--- src/rtl/rr_pointer_arbiter.sv ---
// rr_pointer_arbiter
//   Single-grant round-robin arbiter with an iSLIP-style pointer. An
//   arbitration is started from IDLE with req_valid. The grant is held until the
//   consumer responds. The pointer only advances past the granted requester when
//   the grant is accepted in the first iteration.
//
// Parameters
//   N     number of requesters
//   IDXW  index width, 2**IDXW >= N
//
// Ports
//   clk           clock, all state updates on the rising edge
//   rst           synchronous active-high reset
//   req_valid     start an arbitration with req (ignored outside IDLE)
//   req[N]        request vector
//   first_iter    first iSLIP iteration flag, sampled with req
//   grant_valid   grant / grant_idx are valid
//   grant[N]      one-hot grant (zero when not valid)
//   grant_idx     binary index of grant (zero when not valid)
//   resp_valid    consumer answered the grant (ignored in IDLE)
//   resp_accept   grant accepted, qualified by resp_valid
//   ptr           round-robin pointer, 0..N-1
//   accept_count  accepted-grant counter, saturating
//
// Build option
//   RR_ARB_ACCEPT_CNT_EN  when defined, accept_count counts accepted grants;
//                         otherwise it is tied to zero and no counter exists.

module rr_pointer_arbiter #(
    parameter int N    = 25,
    parameter int IDXW = 5
) (
    input  logic            clk,
    input  logic            rst,
    input  logic            req_valid,
    input  logic [N-1:0]    req,
    input  logic            first_iter,
    output logic            grant_valid,
    output logic [N-1:0]    grant,
    output logic [IDXW-1:0] grant_idx,
    input  logic            resp_valid,
    input  logic            resp_accept,
    output logic [IDXW-1:0] ptr,
    output logic [15:0]     accept_count
);

    typedef enum logic {
        IDLE  = 1'b0,
        GRANT = 1'b1
    } state_t;

    state_t          state_q, state_d;
    logic [N-1:0]    grant_q, grant_d;
    logic [IDXW-1:0] idx_q, idx_d;
    logic [IDXW-1:0] ptr_q, ptr_d;
    logic            first_q, first_d;

    logic [31:0]     ptr_ext;
    logic            masked_hit, any_hit;
    logic [IDXW-1:0] masked_idx, any_idx, pick_idx;
    logic [N-1:0]    pick_onehot;

    assign ptr_ext = 32'(ptr_q);

    // Lowest set bit at or above the pointer, falling back to the lowest set
    // bit overall when nothing is requesting at or above the pointer.
    always_comb begin
        masked_hit = 1'b0;
        masked_idx = '0;
        any_hit    = 1'b0;
        any_idx    = '0;
        for (int unsigned i = 0; i < N; i++) begin
            if (req[i] && !any_hit) begin
                any_hit = 1'b1;
                any_idx = IDXW'(i);
            end
            if (req[i] && (i >= ptr_ext) && !masked_hit) begin
                masked_hit = 1'b1;
                masked_idx = IDXW'(i);
            end
        end
        pick_idx = masked_hit ? masked_idx : any_idx;
    end

    always_comb begin
        pick_onehot = '0;
        for (int unsigned i = 0; i < N; i++) begin
            pick_onehot[i] = (IDXW'(i) == pick_idx);
        end
    end

    // Next-state and next-register logic.
    always_comb begin
        state_d = state_q;
        grant_d = grant_q;
        idx_d   = idx_q;
        ptr_d   = ptr_q;
        first_d = first_q;
        case (state_q)
            IDLE: begin
                if (req_valid && (|req)) begin
                    state_d = GRANT;
                    grant_d = pick_onehot;
                    idx_d   = pick_idx;
                    first_d = first_iter;
                end
            end
            GRANT: begin
                if (resp_valid) begin
                    state_d = IDLE;
                    grant_d = '0;
                    idx_d   = '0;
                    if (resp_accept && first_q) begin
                        ptr_d = (idx_q == IDXW'(N - 1)) ? '0 : idx_q + 1'b1;
                    end
                end
            end
            default: begin
                state_d = IDLE;
                grant_d = '0;
                idx_d   = '0;
            end
        endcase
    end

    always_ff @(posedge clk) begin
        if (rst) begin
            state_q <= IDLE;
            grant_q <= '0;
            idx_q   <= '0;
            ptr_q   <= '0;
            first_q <= 1'b0;
        end else begin
            state_q <= state_d;
            grant_q <= grant_d;
            idx_q   <= idx_d;
            ptr_q   <= ptr_d;
            first_q <= first_d;
        end
    end

    assign grant_valid = (state_q == GRANT);
    assign grant       = grant_q;
    assign grant_idx   = idx_q;
    assign ptr         = ptr_q;

`ifdef RR_ARB_ACCEPT_CNT_EN
    logic [15:0] cnt_q;

    always_ff @(posedge clk) begin
        if (rst) begin
            cnt_q <= '0;
        end else if ((state_q == GRANT) && resp_valid && resp_accept && (cnt_q != '1)) begin
            cnt_q <= cnt_q + 16'd1;
        end
    end

    assign accept_count = cnt_q;
`else
    assign accept_count = '0;
`endif

endmodule

--- config.mk ---
export PLATFORM = sky130hd
export DESIGN_NAME = rr_pointer_arbiter
export DESIGN_NICKNAME = d
export VERILOG_FILES = /design/src/rtl/rr_pointer_arbiter.sv
export SDC_FILE = /design/constraint.sdc
export NUM_CORES = 1
export LEC_CHECK = 0
export BUFFER_PORTS_ARGS = -buffer_cell sky130_fd_sc_hd__buf_4
export CAP_MARGIN = 10
export CORE_MARGIN = 2
export CORE_UTILIZATION = 55
export DETAILED_ROUTE_END_ITERATION = 8
export GPL_TIMING_DRIVEN = 0
export PLACE_DENSITY = 0.85
export SLEW_MARGIN = 20
export SYNTH_ARGS = -nofsm -noshare
export SYNTH_HDL_FRONTEND = slang
export SYNTH_SLANG_ARGS = --single-unit
--- constraint.sdc ---
create_clock -name clk -period 5.35 [get_ports clk]
set_input_delay 0.2675 -clock clk [delete_from_list [all_inputs] [get_ports clk]]
set_output_delay 0.2675 -clock clk [all_outputs]
set_load 0.02 [all_outputs]
# [Word level (Yosys, flattened, before mapping)]
# Cells that the tools add are included.
[totals] ff_bits=37 inputBits=31 output_inout_bits=52 elab_cells=295
[op_classes] n_reduce_logical=128 magnitude_cmp=25 mux=108 add_sub_neg=1 bitwise=1 eq_ne=27
[op_table] cell="two-way mux 5 bit" n=50
[op_table] cell="logical AND 1 bit" n=75
[op_table] cell="two-way mux 1 bit" n=53
[op_table] cell="two-way mux 25 bit" n=2
[op_table] cell="one-hot mux 25 bit (2 select lines)" n=1
[op_table] cell="zero test 1 bit" n=48
[op_table] cell="== test 5 bit (first input constant)" n=9
[op_table] cell="greater-or-equal comparator 5 bit (first input constant)" n=9
[op_table] cell="== test 4 x 5 -> 1 bit (first input constant)" n=8
[op_table] cell="greater-or-equal comparator 4 x 5 -> 1 bit (first input constant)" n=8
[op_table] cell="OR reduction 25 bit" n=1
[op_table] cell="== test 3 x 5 -> 1 bit (first input constant)" n=4
[op_table] cell="greater-or-equal comparator 3 x 5 -> 1 bit (first input constant)" n=4
[op_table] cell="== test 2 x 5 -> 1 bit (first input constant)" n=2
[op_table] cell="greater-or-equal comparator 1 x 5 -> 1 bit (first input constant)" n=2
[op_table] cell="greater-or-equal comparator 2 x 5 -> 1 bit (first input constant)" n=2
[op_table] cell="one-hot mux 5 bit (2 select lines)" n=1
[op_table] cell="adder 5 x 1 -> 5 bit (second input constant)" n=1
[op_table] cell="== test 1 x 5 -> 1 bit (first input constant)" n=1
[op_table] cell="== test 5 bit (second input constant)" n=1
[op_table] cell="zero test 5 bit" n=1
[op_table] cell="inequality test 2 bit (second input constant)" n=2
[op_table] cell="AND reduction 2 bit" n=2
[op_table] cell="AND reduction 3 bit" n=1
[op_table] cell="2 further kinds" n=2

# [Longest topological paths before layout]
[depth] ltp_word=79 depth_mapped=10 depth_no_buf=7

# [Worst setup path before layout]
# OpenSTA, ideal clock, no wires.
[synth_timing] kind="reg-to-reg" start="register ptr_q[1] (netlist: ptr[1])" end="register grant_q[14] (netlist: grant[14])" setup_ns=0.088 stages_incl_launch_ff=10 t_required_ns=5.262 path_slack_ns=2.631 period_less_slack_ns=2.719 t_arrival_ns=2.631 path_buffers=2 path_cell_list="dfxtp_1 -> buf_2 -> buf_2 -> o31ai_1 -> o21ai_1 -> o41ai_4 -> or3_1 -> a221oi_2 -> or3b_4 -> o31ai_1"
[synth_via] elab_chain_len=79 word_cells_on_any_way=151 classes_between="25 x order compare; 1 x eq/ne; 52 x mux; 73 x reduce/logical"
[synth_lines] element="start: declaration" line_no="55" source="logic [IDXW-1:0] ptr_q, ptr_d;"
[synth_lines] element="start signal: assignment" line_no="137" source="ptr_q <= ptr_d;"
[synth_lines] element="greater-or-equal comparator 1 x 5 -> 1 bit" line_no="77" source="if (req[i] && (i >= ptr_ext) && !masked_hit) begin"
[synth_lines] element="logical AND 1 bit" line_no="77"
[synth_lines] element="two-way mux 1 bit" line_no="77"
[synth_lines] element="zero test 1 bit" line_no="77"
[synth_lines] element="logical AND 1 bit" line_no="77"
[synth_lines] element="two-way mux 1 bit" line_no="77"
[synth_lines] element="zero test 1 bit" line_no="77"
[synth_lines] element="logical AND 1 bit" line_no="77"
[synth_lines] element="[63 not listed]"
[synth_lines] element="two-way mux 1 bit" line_no="77"
[synth_lines] element="zero test 1 bit" line_no="77"
[synth_lines] element="logical AND 1 bit" line_no="77"
[synth_lines] element="two-way mux 5 bit or two-way mux 1 bit (tied branches)" line_no="77"
[synth_lines] element="two-way mux 5 bit (*)" line_no="82" source="pick_idx = masked_hit ? masked_idx : any_idx;"
[synth_lines] element="== test 4 x 5 -> 1 bit (*)" line_no="88" source="pick_onehot[i] = (IDXW'(i) == pick_idx);"
[synth_lines] element="two-way mux 25 bit (*)" line_no="101" source="if (req_valid && (|req)) begin"
[synth_lines] element="one-hot mux 25 bit (2 select lines) (*)" line_no="99" source="case (state_q)"
[synth_lines] element="end signal: assignment" line_no="135" source="grant_q <= grant_d;"
[synth_lines] element="end: declaration" line_no="53" source="logic [N-1:0] grant_q, grant_d;"
# Every way passes the cells marked *; elsewhere a longest branch is shown, timed or not. The select of a mux whose other input is x is not followed.
# A chain may end at the register's enable or synchronous reset.

# [Worst setup path after layout]
[layout_timing] start="register ptr_q[4] (netlist: ptr[4])" end="register grant_q[7] (netlist: grant[7])"
[layout_via] elab_chain_len=79 word_cells_on_any_way=151 classes_between="25 x order compare; 1 x eq/ne; 52 x mux; 73 x reduce/logical"
[layout_lines] element="greater-or-equal comparator 1 x 5 -> 1 bit" line_no="77"
[layout_lines] element="logical AND 1 bit" line_no="77"
[layout_lines] element="two-way mux 1 bit" line_no="77"
[layout_lines] element="zero test 1 bit" line_no="77"
[layout_lines] element="logical AND 1 bit" line_no="77"
[layout_lines] element="two-way mux 1 bit" line_no="77"
[layout_lines] element="zero test 1 bit" line_no="77"
[layout_lines] element="logical AND 1 bit" line_no="77"
[layout_lines] element="[63 not listed]"
[layout_lines] element="two-way mux 1 bit" line_no="77"
[layout_lines] element="zero test 1 bit" line_no="77"
[layout_lines] element="logical AND 1 bit" line_no="77"
[layout_lines] element="two-way mux 5 bit or two-way mux 1 bit (tied branches)" line_no="77"
[layout_lines] element="two-way mux 5 bit (*)" line_no="82"
[layout_lines] element="== test 3 x 5 -> 1 bit (*)" line_no="88"
[layout_lines] element="two-way mux 25 bit (*)" line_no="101"
[layout_lines] element="one-hot mux 25 bit (2 select lines) (*)" line_no="99"
# Marked as above.

==> flow_summary.json <==
{
  "grt_util_all_layers_pct": 31.9,
  "syn_avg_cell_area_um2": 7.85,
  "power_switching_mw": 0.185,
  "finalSetupViolations": 0,
  "max_cap_violations": 0,
  "fill_cells": 404,
  "clkLatencyLatePin_ns": 0.29,
  "finalSetupTns_ns": 0,
  "drtIter0Drc": 223,
  "cp_max_fo": 10,
  "cp.required_ns": 5.53,
  "dp_cells": 488,
  "core_area_mm2": 0.00472,
  "die_area_mm2": 0.00544,
  "yosys-mux-area-fraction_pct": 0,
  "slew_headroom_pct": 26.9,
  "pwr-share-comb_pct": 18.4,
  "pwr-share-clk_pct": 41.1,
  "cp-end-kind": "register",
  "path_common_cell": "buf_2",
  "port_buffers": 65,
  "num_vias": 3052,
  "place_congestion": 0.956,
  "synthSimpleGateAreaFrac_pct": 26.5,
  "crit_path_top_delay_cell": "dfxtp_1",
  "p_sw_share_pct": 26.5,
  "num_rows": 25,
  "cts_tree": "yes",
  "period_needed_ns": 3.42,
  "netlist_area_mm2": 0.00268,
  "globalRouteOverflowTotal": 0,
  "path_clk_slew_ns": 0.08,
  "synthDistinctLibCells": 69,
  "grt_pass1_wl_um": 13400,
  "die_h_um": 73.8,
  "peakVddDrop_v": 0.000219,
  "ios": 83,
  "tightest_slew_ns": 1.09,
  "synth_xor_area_share_pct": 0.981,
  "cts_buffers": 5,
  "grt_pass1_vias": 2691,
  "nets": 461,
  "startpoint_type": "register",
  "finalWirelength_um": 8470,
  "path_class": "register to register",
  "antenna_cells": 0,
  "yosysWarnings": 0,
  "p_leak_nw": 1.46,
  "via_per_inst": 6.15,
  "start_util_pct": 56.7,
  "synth_top_cell_by_area": "dfxtp_1",
  "synth_compound_area_share_pct": 35.0,
  "fin_crit_sh_pct": 63.9,
  "ys_async_sr_fraction_pct": 0,
  "hold_viol_final": 0,
  "synth_top_family_by_area": "compound AO/OA/AOI/OAI gates",
  "p_per_area_mw_per_mm2": 203,
  "synth-edff-count": 0,
  "htreeDepth": 2,
  "synth.area.top_cells": "dfxtp_1 (28%), nand2_1 (6.4%), o31ai_1 (6.2%)",
  "drive_above_1_share_pct": 28.7,
  "grt_max_degree": 13,
  "synthAdderAreaFrac_pct": 0.935,
  "synthFlopType": "dfxtp_1",
  "final_cells": 496,
  "clock_skew_ns": 0.00849,
  "slowest_delay_ns": 0.48,
  "hold_path.class": "primary input to register",
  "antenna_found_initial": 0,
  "drc_errors": 0,
  "hpwl_um": 6480,
  "syn_inst": 341,
  "ant_nets": 0,
  "grt_setup_unrepaired": "false",
  "synth_top_cell_area_share_pct": 27.7,
  "drt-wirelength-per-cell_um": 17.1,
  "cts_hold_buf": 0,
  "crit_family": "compound AO/OA/AOI/OAI gates",
  "p_seq_share_pct": 40.5,
  "drv_slew": 0,
  "final_util_pct": 72.8,
  "cts_max_path_buffers": 2,
  "synthToLayoutAreaGrowth_pct": 28.5,
  "cp_num_buf_inv": 3,
  "fmax_mhz": 292,
  "crit_arrival_ns": 3.61,
  "crit_chain": "buf_2, clkbuf_1, a211oi_1, a32oi_1, nand4_1, or2_2, o221ai_1, o211ai_1, buf_2, o31ai_1",
  "cts_num_sinks": 37,
  "ys_ff_latch": 37,
  "first_pass_iters": 5,
  "die_w_um": 73.8,
  "cts-root-buf": "clkbuf_8",
  "post_cts_buffers": 0,
  "status": "completed",
  "p_int_mw": 0.515,
  "yosysSeqAreaShare_pct": 27.7,
  "ctsResizeCount": 0
}
## power groups by stage
stage	Sequential [mW]	Clock, mW	Combinational, mW
2_1_floorplan	0.293	0	0.0734
3_3_place_gp	0.290	0	0.123
3_5_place_dp	0.290	0	0.125
4_1_cts	0.283	0.288	0.125
5_1_grt	0.284	0.301	0.139
6_report	0.284	0.288	0.129
## routing by layer
layer	wire, um	up-vias	track usage [%]
met5	0	-	0
met4	106	0	6.87
met3	776	16	6.72
met2	3850	175	49.3
met1	3730	1421	45.4
li1	-	1440	-
## stage by stage
stage	power (mW)	instance area [um2]	hold slack, ns	setup WS, ns
2_1_floorplan	0.366	2730	0.403	2.63
3_3_place_gp	0.413	3310	0.437	2.12
3_5_place_dp	0.415	3310	0.443	2.04
4_1_cts	0.697	3440	0.235	1.99
5_1_grt	0.723	3440	0.243	1.67
6_report	0.700	3440	0.231	1.93
## final cells by class
type / count / area (um2) / area share, %
Clock inverter: 3 / 65.1 / 1.89
Multi-Input combinational cell: 276 / 1760 / 51.1
Tap cell: 67 / 83.8 / 2.44
Timing Repair Buffer: 65 / 488 / 14.2
Sequential cell: 37 / 741 / 21.5
Inverter: 12 / 45.0 / 1.31
Clock buffer: 5 / 68.8 / 2.00
Buffer: 31 / 190 / 5.53
## cells by family after synthesis
| kind of cell | after synthesis |
|---|---|
| DFF | 37 |
| buffers and inverters | 43 |
| adders and majority gates | 2 |
| xor gates and xnor gates | 3 |
| other | 1 |
| and+or+nand+nor | 133 |
| AOI/OAI and AO/OA | 122 |
## path summary, 6_finish.rpt
| path | startpoint | endpoint | slack [ns] | cells after the start |
|---|---|---|---|---|
| hold reg to reg | grant[15]$_SDFFE_PP0P_ | grant[15]$_SDFFE_PP0P_ | 0.45 | 2 |
| setup reg to reg | ptr[4]$_SDFFE_PP0P_ | grant[7]$_SDFFE_PP0P_ | 1.93 | 10 |
| hold / removal | first_iter | first_q$_SDFFE_PP0P_ | 0.23 | 3 |
| setup / recovery | ptr[4]$_SDFFE_PP0P_ | grant[7]$_SDFFE_PP0P_ | 1.93 | 10 |
## state kept, by name, indices dropped and copies added, names as in the netlist
register and cells:
grant 25, first_q 1, ptr 5, grant_idx 5
grant_valid 1
## layout by cell type (no fill, tap or decap), types with 5 or more instances in the layout
cell,instances
nand2_1,46
conb_1,16
nand3_1,16
inv_1,12
a21oi_1,17
a22oi_1,7
dfxtp_1,37
o211ai_1,7
nand4_1,6
clkbuf_8,5
o31ai_2,7
nand2b_1,5
o31ai_1,22
a211oi_1,5
buf_4,81
buf_2,11
nor2b_1,5
o21ai_0,13
nor2_1,22
## Yosys cell counts, types with 3 or more instances
cell and count:
nand2_1 46, a221oi_1 4, nor4_1 4, o31ai_1 22
nor2b_1 5, a21oi_1 17, a211oi_1 5, nor2_1 22
o21ai_1 3, dfxtp_1 37, o21ai_0 13, a22oi_1 7
nand4_1 6, a21boi_0 3, buf_2 11, nand3b_1 3
buf_4 16, clkbuf_1 3, o211ai_1 7, and3_1 3
inv_1 12, nand3_1 16, o31ai_2 7, nand2b_1 5
nor3_1 3
## worst min-delay path, delay by kind of cell
kind            cells  cell delay (ns)
compound gates      1             0.06
simple gates        1             0.05
buf+inv             1             0.11
No activity file was read; power rests on OpenSTA's default activity.
